==> config.mk <==
export PLATFORM = sky130hd
export DESIGN_NAME = priority_encoder_rr_flat
export DESIGN_NICKNAME = d
export VERILOG_FILES = /design/src/rtl/priority_encoder_rr_if.sv /design/src/rtl/priority_encoder_rr.sv /design/src/flat_wrapper.sv
export SDC_FILE = /design/constraint.sdc
export NUM_CORES = 1
export LEC_CHECK = 0
export CAP_MARGIN = 25
export CORE_MARGIN = 2
export CORE_UTILIZATION = 50
export DETAILED_ROUTE_END_ITERATION = 12
export PLACE_DENSITY = 0.79
export SETUP_SLACK_MARGIN = 0.1
export SKIP_CTS_REPAIR_TIMING = 1
export SYNTH_ARGS = -nofsm -noshare
export SYNTH_HDL_FRONTEND = slang
export SYNTH_SLANG_ARGS = --single-unit
==> constraint.sdc <==
create_clock -name clk -period 3.5 [get_ports clk]
set_input_delay 0.525 -clock clk [delete_from_list [all_inputs] [get_ports clk]]
set_output_delay 0.525 -clock clk [all_outputs]
set_load 0.01 [all_outputs]
==> src/rtl/priority_encoder_rr_if.sv <==
// Request/grant bundle for priority_encoder_rr.
// The master drives requests and acceptance; the slave (the encoder) returns the registered grant.
interface priority_encoder_rr_if #(
  parameter int N = 8,
  parameter int W = $clog2(N)
);
  logic         E;
  logic [N-1:0] I;
  logic         mode;
  logic         ready;
  logic [W-1:0] Y;
  logic [N-1:0] G;
  logic         valid;
  logic         multi;

  modport master (
    output E, I, mode, ready,
    input  Y, G, valid, multi
  );

  modport slave (
    input  E, I, mode, ready,
    output Y, G, valid, multi
  );
endinterface

==> src/rtl/priority_encoder_rr.sv <==
// Registered N-to-log2(N) priority encoder with a fixed-priority mode and a round-robin mode,
// presenting its grant through a one-deep valid/ready output stage.
module priority_encoder_rr #(
  parameter int N = 8,
  parameter int W = $clog2(N)
) (
  input logic                 clk,
  input logic                 rst,
  priority_encoder_rr_if.slave bus
);

  logic [W-1:0] y_q;
  logic [N-1:0] g_q;
  logic         valid_q;
  logic         multi_q;
  logic [W-1:0] ptr_q;

  logic [W-1:0] fixed_win;
  logic [W-1:0] rr_win;
  logic [W-1:0] winner;
  logic         cap;
  logic         many;

  // Highest set index wins: later loop iterations overwrite earlier ones.
  always_comb begin
    fixed_win = '0;
    for (int i = 0; i < N; i++) begin
      if (bus.I[i]) fixed_win = W'(i);
    end
  end

  // Scan from the far end back toward ptr+1 so the nearest set bit after ptr is kept;
  // W-bit addition wraps modulo N because N is a power of two.
  always_comb begin
    rr_win = '0;
    for (int k = N; k >= 1; k--) begin
      if (bus.I[ptr_q + W'(k)]) rr_win = ptr_q + W'(k);
    end
  end

  assign winner = bus.mode ? rr_win : fixed_win;
  assign cap    = bus.E && (bus.I != '0) && (!valid_q || bus.ready);
  assign many   = (bus.I & (bus.I - N'(1))) != '0;

  always_ff @(posedge clk or posedge rst) begin
    if (rst) begin
      y_q     <= '0;
      g_q     <= '0;
      valid_q <= 1'b0;
      multi_q <= 1'b0;
      ptr_q   <= W'(N - 1);
    end else if (cap) begin
      y_q     <= winner;
      g_q     <= N'(1) << winner;
      valid_q <= 1'b1;
      multi_q <= many;
      if (bus.mode) ptr_q <= winner;
    end else if (bus.ready) begin
      // Y and multi keep their last value once the grant drains.
      valid_q <= 1'b0;
      g_q     <= '0;
    end
  end

  assign bus.Y     = y_q;
  assign bus.G     = g_q;
  assign bus.valid = valid_q;
  assign bus.multi = multi_q;

endmodule

==> src/flat_wrapper.sv <==
// flat-port wrapper written by rule: the top's interface ports become plain ports
module priority_encoder_rr_flat 
#(
  parameter int N = 8,
  parameter int W = $clog2(N)
)
  (clk, rst, bus_E, bus_I, bus_mode, bus_ready, bus_Y, bus_G, bus_valid, bus_multi);
  priority_encoder_rr_if #(.N(N), .W(W)) bus_i ();
  input logic clk;
  input logic rst;
  input wire logic [$bits(bus_i.E)-1:0] bus_E;
  input wire logic [$bits(bus_i.I)-1:0] bus_I;
  input wire logic [$bits(bus_i.mode)-1:0] bus_mode;
  input wire logic [$bits(bus_i.ready)-1:0] bus_ready;
  output wire logic [$bits(bus_i.Y)-1:0] bus_Y;
  output wire logic [$bits(bus_i.G)-1:0] bus_G;
  output wire logic [$bits(bus_i.valid)-1:0] bus_valid;
  output wire logic [$bits(bus_i.multi)-1:0] bus_multi;
  assign bus_i.E = bus_E;
  assign bus_i.I = bus_I;
  assign bus_i.mode = bus_mode;
  assign bus_i.ready = bus_ready;
  assign bus_Y = bus_i.Y;
  assign bus_G = bus_i.G;
  assign bus_valid = bus_i.valid;
  assign bus_multi = bus_i.multi;
  priority_encoder_rr #(.N(N), .W(W)) u_core (.clk(clk), .rst(rst), .bus(bus_i));
endmodule
### After elaboration in Yosys (flattened, before gate mapping)

Index checks and enable logic that the tools add are counted.

| word-level totals | value |
|---|---|
| flip-flop bits (word level) | 16 |
| input bits | 13 |
| output and inout bits | 13 |

| operators by class | value |
|---|---|
| $add $sub $neg | 8 |
| order comparisons | 8 |
| shift-type cells | 1 |
| multiplexer cells | 36 |
| bitwise logic cells | 1 |
| reductions and logical operators | 8 |

Operator list:

| operator | count |
|---|---|
| two-way mux 3 bit | 13 |
| < comparator 3 x 4 -> 1 bit (second input constant) | 8 |
| binary-select mux 1 bit (select 3 bit) | 8 |
| two-way mux 8 bit | 2 |
| nonzero test 8 bit | 2 |
| adder 3 bit (second input constant) | 4 |
| two-way mux 1 bit | 11 |
| bitwise AND 8 bit | 1 |
| left shift 1 x 3 -> 8 bit (first input constant) | 1 |
| subtractor 8 x 1 -> 8 bit (second input constant) | 1 |
| adder 3 x 2 -> 3 bit (second input constant) | 2 |
| two-way mux 2 bit | 2 |
| adder 3 x 1 -> 3 bit (second input constant) | 1 |
| logical AND 1 bit | 2 |
| AND reduction 2 bit | 1 |
| nonzero test 2 bit | 1 |
| zero test 1 bit | 1 |
| logical OR 1 bit | 1 |

### Logic depth before layout (Yosys ltp)

Gate-level depths: netlist of run 1.

| logic depth | value |
|---|---|
| word-level depth | 13 |
| mapped depth | 14 |
| depth with buffers taken out | 9 |

### Worst setup path after synthesis of run 1

Ideal clock, no wire load.

| path | value |
|---|---|
| kind | register -> register |
| from | register u_core.ptr_q[0] |
| to | register u_core.g_q[6], in the netlist u_core.bus.G[6] |
| setup time | 96 ps |
| data arrival time | 3485 ps |
| data required time | 3404 ps |
| setup slack | -81 ps |
| stages on the path, launching flop included | 14 |
| period minus slack after synthesis | 3581 ps |
| cell sequence | dfstp_2 -> buf_6 -> buf_2 -> buf_2 -> inv_1 -> ha_1 -> buf_6 -> mux2_2 -> mux4_2 -> a221oi_2 -> o311a_1 -> nor3_4 -> or3_4 -> o31ai_1 |

| between the ends | value |
|---|---|
| cells in the longest elaborated chain, start to end | 13 |
| elaborated cells on any way between the ends | 34 |
| classes of those cells | add/sub: 7; shift: 1; mux: 26 |

RTL lines:

| element | RTL line | text |
|---|---|---|
| from (decl) | priority_encoder_rr.sv:16 | `logic [W-1:0] ptr_q;` |
| from (signal assigned) | priority_encoder_rr.sv:51 | `ptr_q <= W'(N - 1);` |
| from (signal assigned) | priority_encoder_rr.sv:57 | `if (bus.mode) ptr_q <= winner;` |
| adder 3 bit or binary-select mux 1 bit (select 3 bit) (tied branches) | priority_encoder_rr.sv:37 | `if (bus.I[ptr_q + W'(k)]) rr_win = ptr_q + W'(k);` |
| binary-select mux 1 bit (select 3 bit) or two-way mux 1 bit (tied branches) | priority_encoder_rr.sv:37 |  |
| two-way mux 1 bit (not written as such) or two-way mux 3 bit (tied branches) | priority_encoder_rr.sv:37 |  |
| two-way mux 3 bit (6 in series) | priority_encoder_rr.sv:37 |  |
| two-way mux 3 bit (*) | priority_encoder_rr.sv:37 |  |
| two-way mux 3 bit (*) | priority_encoder_rr.sv:41 | `assign winner = bus.mode ? rr_win : fixed_win;` |
| left shift 1 x 3 -> 8 bit (*) | priority_encoder_rr.sv:54 | `g_q <= N'(1) << winner;` |
| two-way mux 8 bit (*) | priority_encoder_rr.sv:52 | `end else if (cap) begin` |
| to (signal assigned) | priority_encoder_rr.sv:54 |  |
| to (decl) | priority_encoder_rr.sv:13 | `logic [N-1:0] g_q;` |

Mark *: on every way between the ends. The rest lies on a longest branch, timed or not. The select of a mux whose other input is x is not followed.
A chain may end at the register's enable or synchronous reset.

### Final worst setup path of run 1

| path | value |
|---|---|
| from | register u_core.ptr_q[0] |
| to | register u_core.g_q[7], in the netlist u_core.bus.G[7] |

Same word-level chain as after synthesis.

==> flow_summary_export.csv, run 1 <==
group,metric,value,unit
run_status,status,"complete, no violations",
detailed_routing,route.detailed.vias_per_inst,6.35,
sta,report.final.hold_viol_count,0,
clock_network,clock_sinks,16,
synth,post-synth-top-area-fraction,18.0,%
clock_network,cts.reportedPaths.clkPinSlew,0.09,ns
place,numPortBuffers,25,
detailed_routing,drt_first_pass_iters,4,
min_path,min_path_type,"flip-flop to flip-flop",
global_route,use_met2,36.5,%
clock_network,tritoncts,"yes",
setup_path,critical_path.top_delay_family,"compound AO/OA/AOI/OAI gates",
setup_path,type_of_element_capturing_the_critical_path,"flip-flop",
global_route,groute.layer.met3.usage,3.35,%
sta,min_period_over_period,89.4,%
detailed_routing,avgRoutedWirePerCell,16.6,microns
synth,synth.ff_latch_count,16,
place,postPlaceCellArea,0.00208,sq mm
synth,ys_top_cells_by_area,"dfrtp_1, mux4_2, nand2_1, mux2i_1, dfstp_2",
synth,synth_fp_nets,218,
clock_network,root_buffer,"clkbuf_4",
synth,synth-main-ff-cell,"dfrtp_1",
cells_and_area,antenna_diode_count,0,
global_route,initial_antenna_violation_count,0,
setup_path,cp_data_arrival_time,3.32,ns
job,cap_violations,0,
clock_network,cts_buffers,3,
floorplan,design.core.area,0.00342,sq mm
detailed_routing,route.antenna.remaining_nets,0,
sta,tightestPinTransition,0.593,ns
place,routabilityCongestion,0.957,
sta,min_clock_period_post_route,3.13,ns
sta,timing.final.max_slew_violations,0,
setup_path,crit_fanout,10,
global_route,grt_pass1_vias,1575,
detailed_routing,detail_route.wirelength,4.42,mm
floorplan,die-area,0.00412,sq mm
global_route,grt_use_met1,33.3,%
global_route,wire_length_of_the_first_global_routing_pass,7.54,mm
synth,synth-seq-area-share,22.3,%
synth,ffs_w_async_s_r_synth,100,%
cells_and_area,stdcell_area,0.00213,sq mm
detailed_routing,via_count,1695,
synth,synth-warning-count,0,
floorplan,row_count,21,
clock_network,htree_levels,1,
sta,skew,0.00327,ns
sta,final.setup.tns,0,ns
synth,synth_cells,203,
detailed_routing,drt-initial-drc-count,78,
floorplan,die_x,64.2,microns
sta,report.final.setup_viol,0,
global_route,grt_remaining_overflow,0,
floorplan,initial_utilization,53.0,%
power,irDropWorstVdd,0.525,mV
global_route,grt-busiest-layer,"met2",
setup_path,crit_type,"flip-flop to flip-flop",
setup_path,crit_path_top_delay_cell,"dfstp_2",
sta,unrepaired_setup_endpoints_after_global_routing,"false",
synth,mean_instance_size_in_the_synthesized_netlist,8.92,sq um
power,p_per_area,1010,mW/mm^2
cells_and_area,final_nets,237,
synth,synth-edff-count,0,
synth,syn-cell-area,0.00181,sq mm
setup_path,crit_path_largest_cell_delay,0.54,ns
clock_network,clkLatencyLatePin,0.28,ns
cells_and_area,fraction_of_final_layout_cells_with_drive_strength_greater_than_1,20.4,%
sta,achievable-frequency,0.320,GHz
floorplan,chipHeight,64.2,microns
global_route,largest_net_degree_at_the_start_of_global_routing,26,
setup_path,required,3.69,ns
clock_network,cts-root-to-sink-buffers,2,
sta,worst_slew_margin_rel,59.4,%
place,dp.final_hpwl,3.32,mm
power,leakagePower,0.806,nW
floorplan,ios,26,
setup_path,crit_chain,"inv_1 -> ha_4 -> buf_4 -> mux2i_2 -> o221ai_1 -> o32ai_1 -> o311a_1 -> nor3_4 -> or3_4 -> o31ai_1",
detailed_routing,post-route-drc-count,0,
setup_path,critical_path.n_buffers_inverters,2,
cells_and_area,syn_to_final_growth,17.7,%
synth,yosysUniqueCellTypes,56,
global_route,globalRouteTotalUtil,23.0,%
setup_path,worstSetupStartpointType,"flip-flop",
synth,synth_area_leader_cell,"dfrtp_1",
-- cell usage in the layout, fill, tap and decap left out, types with 4 or more instances in the layout --
cell type / n
nand2_1: 30
clkdlybuf4s50_1: 25
dfrtp_1: 13
mux4_2: 11
nor2_1: 10
o21ai_0: 10
o31ai_1: 10
mux2i_1: 9
buf_4: 8
a21oi_1: 7
nand3_1: 7
mux2_2: 6
inv_1: 6
nand2b_1: 5
nor2b_1: 4
o211ai_1: 4
-- worst paths after layout --
check	cells after the start	endpoint	startpoint	slack [ns]
worst max register to register	10	u_core.bus.G[7]	u_core.ptr_q[0]	0.37
worst min register to register	2	u_core.bus.G[1]	u_core.bus.G[1]	0.48
worst min-delay path	2	u_core.bus.G[1]	u_core.bus.G[1]	0.48
max in group asynchronous	2	u_core.bus.G[0]	rst	2.53
min in group asynchronous	2	u_core.bus.Y[1]	rst	0.59
worst max-delay path	10	u_core.bus.G[7]	u_core.ptr_q[0]	0.37
-- stage by stage --
stage               power [mW]  utilization (%)  worst slack, ns  hold slack, ns  cells
floorplan                 1.64                -            0.127           0.437    203
global placement          1.95             60.9            0.213           0.466    263
detailed placement        1.98             60.9            0.203           0.470    263
CTS                       2.10             62.0            0.221           0.491    267
global route              2.34             62.5            0.131           0.512    267
finish                    2.16             62.5            0.371           0.483    267
-- worst reg2reg max path, delay by kind of cell (launching register included) --
| family | cells | cell delay [ns] |
|---|---|---|
| AO/OA/AOI/OAI | 4 | 1.02 |
| flip-flops | 1 | 0.54 |
| AND/OR/NAND/NOR | 2 | 0.47 |
| adder cells (fa/ha/maj) | 1 | 0.37 |
| buffers and inverters | 2 | 0.34 |
| multiplexers | 1 | 0.32 |
-- kinds of logic after synthesis --
family,share of synthesized area [%]
and+or+nand+nor,20.2
buffers and inverters,6.70
xor gates and xnor gates,1.87
adders and majority gates,1.93
DFF,22.3
muxes,24.6
AOI/OAI and AO/OA,22.4
-- synth_stat cells, drive strengths merged, types with 3 or more instances --
library cell and instances:
nand2b 5, nor2b 4, o211ai 4, nor2 10
nand2 30, inv 6, mux4 11, buf 13
dfstp 3, a21oi 7, o31ai 10, mux2 8
nand4 3, clkbuf 6, or2 3, nand3 7
mux2i 10, dfrtp 13, o21ai 11
-- report_power, final --
part / switching (mW) / total, mW / internal (mW)
Clock: 0.0569 / 0.120 / 0.0633
Combinational: 0.921 / 1.72 / 0.796
Sequential: 0.0617 / 0.324 / 0.262
-- routing by layer --
metal  share of wire [%]  wire length (microns)  vias to the layer above
met4                0.95                     42                        0
li1                    -                      -                      809
met3                 4.3                    191                        6
met5                   0                      0                        -
met2                  48                   2100                       53
met1                  47                   2090                      827
-- state kept, by name, indices dropped and copies added, names as in the netlist --
name / cells
u_core.bus.valid: 1
u_core.bus.G: 8
u_core.bus.multi: 1
u_core.bus.Y: 3
u_core.ptr_q: 3
-- final cells by class --
class                      count  area [sq um]
timing repair buffer          33           310
sequential                    16           404
tap                           46          57.6
fill                         287          1280
clock buffer                   4          36.3
multi-input combinational    162          1300
inverter                       6          22.5
(Power assumes the default switching activity.)
==> run 2: changes to the inputs <==
CORE_UTILIZATION = 40   (was 50)
PLACE_DENSITY = 0.66   (was 0.79)
clock period = 2.6 ns   (was 3.5 ns; I/O delays follow)
==> flow_summary_export.csv, run 2 (synthesis results as in run 1) <==
group,metric,value,unit
run_status,status,"finished with violations",
run_status,violations_in_the_final_reports,"negative setup slack",
job,cap_violations,0,
cells_and_area,syn_to_final_growth,47.0,%
global_route,grt_remaining_overflow,0,
cells_and_area,fin_cells,325,
global_route,wire_length_of_the_first_global_routing_pass,8.86,mm
clock_network,cts_buffers,3,
setup_path,critical_path.n_buffers_inverters,1,
setup_path,required,2.74,ns
global_route,grt_pass1_vias,1871,
setup_path,crit_type,"flip-flop to flip-flop",
clock_network,clkLatencyLatePin,0.26,ns
cells_and_area,final_common_cell,"buf_4",
sta,worst_slew_margin_rel,58.8,%
sta,skew,0.00887,ns
floorplan,ios,26,
clock_network,htree_levels,1,
detailed_routing,post-route-drc-count,0,
sta,report.final.hold_viol_count,0,
sta,achievable-frequency,0.325,GHz
clock_network,cts.reportedPaths.clkPinSlew,0.07,ns
detailed_routing,via_count,1875,
global_route,largest_net_degree_at_the_start_of_global_routing,17,
setup_path,cp_data_arrival_time,3.22,ns
cells_and_area,largest_reg_flops,8,
power,leakagePower,1.13,nW
min_path,min_path_type,"flip-flop to flip-flop",
clock_network,cts-root-to-sink-buffers,2,
sta,report.final.setup_viol,14,
cells_and_area,fraction_of_final_layout_cells_with_drive_strength_greater_than_1,41.0,%
power,p_per_area,1440,mW/mm^2
sta,min_clock_period_post_route,3.08,ns
detailed_routing,drt-initial-drc-count,190,
clock_network,clock_sinks,16,
clock_network,tritoncts,"yes",
place,dp.final_hpwl,4.17,mm
setup_path,crit_chain,"inv_6 -> ha_4 -> mux2_4 -> mux4_2 -> a221oi_2 -> o311a_1 -> nor3_4 -> or3_4 -> o31ai_1",
setup_path,worstSetupStartpointType,"flip-flop",
place,numPlacedInstances,318,
global_route,globalRouteTotalUtil,21.6,%
floorplan,chipHeight,71.3,microns
setup_path,crit_path_top_delay_cell,"dfstp_2",
sta,tightestPinTransition,0.617,ns
setup_path,critical_path.top_delay_family,"multiplexers",
cells_and_area,antenna_diode_count,0,
place,numPortBuffers,25,
setup_path,crit_fanout,8,
detailed_routing,drt_first_pass_iters,5,
sta,worst_slack,-0.479,ns
global_route,initial_antenna_violation_count,0,
floorplan,row_count,24,
floorplan,die-area,0.00508,sq mm
cells_and_area,final_nets,289,
detailed_routing,avgRoutedWirePerCell,16.4,microns
sta,min_period_over_period,118,%
setup_path,crit_path_largest_cell_delay,0.57,ns
sta,fin_hold_ws,0.479,ns
detailed_routing,route.detailed.vias_per_inst,5.77,
sta,unrepaired_setup_endpoints_after_global_routing,"true",
clock_network,root_buffer,"clkbuf_8",
floorplan,initial_utilization,41.6,%
cells_and_area,final_core_util,61.2,%
cells_and_area,most-common-layout-cells,"buf_4, nand2_1, clkdlybuf4s50_1",
setup_path,type_of_element_capturing_the_critical_path,"flip-flop",
floorplan,die_x,71.3,microns
detailed_routing,route.antenna.remaining_nets,0,
sta,timing.final.max_slew_violations,0,
place,routabilityCongestion,0.871,
floorplan,design.core.area,0.00435,sq mm
detailed_routing,detail_route.wirelength,5.34,mm
power,irDropWorstVdd,0.703,mV
-- run 2: stage by stage --
step                TNS, ns  total power, mW  setup WS (ns)  instance area [sq um]
floorplan             -6.08             2.34         -0.668                   1890
global placement      -3.87             3.34         -0.373                   2500
detailed placement    -4.52             3.37         -0.446                   2500
CTS                   -4.04             3.61         -0.472                   2560
global route          -5.18             4.08         -0.527                   2660
finish                -3.88             3.83         -0.479                   2660
-- run 2: cell type report --
class / instances / area, sq um
timing repair buffer: 85 / 716
sequential: 16 / 404
fill: 355 / 1690
multi-input combinational: 162 / 1400
inverter: 6 / 27.5
clock buffer: 4 / 55.1
tap: 52 / 65.1
-- run 2: final timing paths --
path	startpoint	end	slack, ns	cells past startpoint
worst max-delay path	u_core.ptr_q[0]	u_core.bus.G[2]	-0.48	9
worst min-delay path	u_core.bus.G[0]	u_core.bus.G[0]	0.48	2
worst max register to register	u_core.ptr_q[0]	u_core.bus.G[2]	-0.48	9
worst min register to register	u_core.bus.G[0]	u_core.bus.G[0]	0.48	2
max in group asynchronous	rst	u_core.bus.G[5]	1.69	2
min in group asynchronous	rst	u_core.bus.multi	0.50	2
-- run 2: where the power goes --
group          switching (mW)  internal [mW]
clock                  0.0948          0.135
combinational            1.50           1.67
sequential             0.0726          0.354
-- run 2: worst register-to-register path, delay by kind of cell (launching register included) --
family,cells,cell delay [ns]
compound gates,3,0.75
flops,1,0.57
fa+ha+maj,1,0.33
mux,2,0.83
simple gates,2,0.45
buf+inv,1,0.04
-- run 2: routing by layer --
metal	vias to the layer above	GRT usage, %	wire length, microns
met5	-	0	0
met4	0	3.98	15
met3	2	3.09	222
met2	55	35.9	2690
met1	908	30.1	2410
li1	910	-	-
==> patch: new RTL, settings of run 1 <==
Make the reset (`rst`) synchronous in one clocked block.
--- a/src/rtl/priority_encoder_rr.sv
+++ b/src/rtl/priority_encoder_rr.sv
@@ -44,3 +44,3 @@
 
-  always_ff @(posedge clk or posedge rst) begin
+  always_ff @(posedge clk) begin
     if (rst) begin
Function: differs if rst is asserted again (counterexample within 4 cycles, from zero or initial values and one cycle with rst high); with rst held inactive, the same outputs for 10 cycles.
==> patch against run 1 <==
Synthesized area about the same; die area hardly changed; synthesized cell count down 2.5%; setup slack got worse by 0.11 ns; wire length up 5.8%; sequential cell count is the same; design area increased by 4.9%; critical endpoint is now u_core.bus.G[3].
Power is not compared: it rests on default switching activity, and its combinational part moved more than twofold at a synthesized area within 25%.
==> patch: results (changes against run 1) <==
Global routing
  – Largest net degree at the start of global routing: 21 (-19%)
  – Vias in the first global route: 1668 (+5.9%)
  – Initial antenna violation count: 0 (unchanged)
  – First-pass GRT wire length: 7940 um (+5.2%)
  – Total track usage: 24.2% (+1.2 points)

STA
  – Final period util: 92.7% (+3.3 points)
  – Clk_skew: 0.00307 ns (-0.000191 ns)
  – Max-slew headroom: 65.5% (+6.1 points)

Worst setup path
  – CP arrival: 3.46 ns (+0.14 ns)
  – Worst Path Max Fanout: 8 (-2)
  – Worst reg-to-reg setup slack: 0.26 ns (-0.11 ns)
  – Max incr delay on CP: 0.61 ns (+0.07 ns)
  – Critical-path top delay cell: or4_4

Final layout
  – Nets: 244 (+3.0%)
  – Layout fillers: 293 (+2.1%)
  – Share of cells above drive strength 1: 21.9% (+1.6 points)
  – N_diodes: 0 (unchanged)

Detailed routing
  – DR vias/cell: 6.43 (+1.2%)
  – Post-Route WL: 4680 um (+5.8%)
  – Starting DRT DRC Count: 91 (+17%)

Yosys
  – Sequential fraction of the synthesis area: 17.7% (-4.6 points)
  – Area contributors post-synth: dfxtp_1, mux4_1, mux4_2
  – Most frequent cells after synthesis: nand2_1, dfxtp_1, clkbuf_1, mux2i_1, o21ai_0
  – FFs w/ async S/R, synth: 0% (-100 points)
  – Adder-Cell Fraction of Synth Area: 1.94% (about the same)
  – Compound-gate portion of the synthesized area: 23.1% (+0.64 points)
  – Synth unique cells: 59 (+5.4%)
  – Post-synthesis mux area share: 30.9% (+6.3 points)
  – Ys flop type: dfxtp_1
  – Post-synthesis xor/xnor area fraction: 1.45% (-0.41 points)
  – Syn nets: 213 (-2.3%)

Clock tree
  – Clock Path Buffers: 2 (unchanged)

Outcome
  – Status: complete, no violations

Placed design
  – Dpl hpwl: 3550 um (+7.0%)
  – Pre-CTS setup slack: 0.0591 ns (-0.144 ns)
  – RD Place Congestion: 0.949 (-0.92%)
-- patch: power breakdown --
part           internal (uW)  switching (uW)
Sequential               198            10.9
Combinational            243             257
Clock                   63.5            60.4
-- patch: kinds of logic (layout without fill, tap and decap cells) --
family	Yosys count	after routing
xor+xnor	3	3
compound gates	57	57
buf+inv	27	57
fa+ha+maj	3	3
flops	16	16
mux	33	33
simple gates	59	59
-- patch: per-layer routing --
| layer | GRT usage, % | vias up | wire length, um |
|---|---|---|---|
| li1 | - | 836 | - |
| met1 | 33.0 | 853 | 2070 |
| met2 | 39.1 | 68 | 2300 |
| met3 | 4.75 | 4 | 268 |
| met4 | 6.65 | 0 | 41 |
| met5 | 0 | - | 0 |
-- patch: worst paths after layout --
kind / depth (start not counted) / startpoint / end
setup / recovery: 9 / u_core.ptr_q[1] / u_core.bus.G[3]
hold / removal: 2 / u_core.bus.G[7] / u_core.bus.G[7]
setup reg to reg: 9 / u_core.ptr_q[1] / u_core.bus.G[3]
hold reg to reg: 2 / u_core.bus.G[7] / u_core.bus.G[7]
-- patch: through the flow --
stage / cell area, um^2 / hold WS (ns) / std cells
after detailed placement: 2170 / 0.444 / 270
final: 2240 / 0.457 / 274
after global routing: 2240 / 0.484 / 274
after global placement: 2170 / 0.440 / 270
after floorplan: 1810 / 0.477 / 198
after CTS: 2210 / 0.460 / 274
-- patch: cell type report --
| cell class | count | area (um^2) | share of cell area [%] |
|---|---|---|---|
| clock buffers | 4 | 36.3 | 1.62 |
| inverters | 7 | 26.3 | 1.17 |
| multi-input cells | 155 | 1390 | 62.1 |
| flip-flops and latches | 16 | 320 | 14.3 |
| well taps | 46 | 57.6 | 2.57 |
| repair buffers | 46 | 408 | 18.2 |
-- patch: critical path: cells and delay by family (launching register included) --
family	cells	cell delay [ns]
mux	2	0.92
compound gates	4	0.78
simple gates	1	0.61
buf+inv	1	0.13
fa+ha+maj	1	0.37
flops	1	0.35
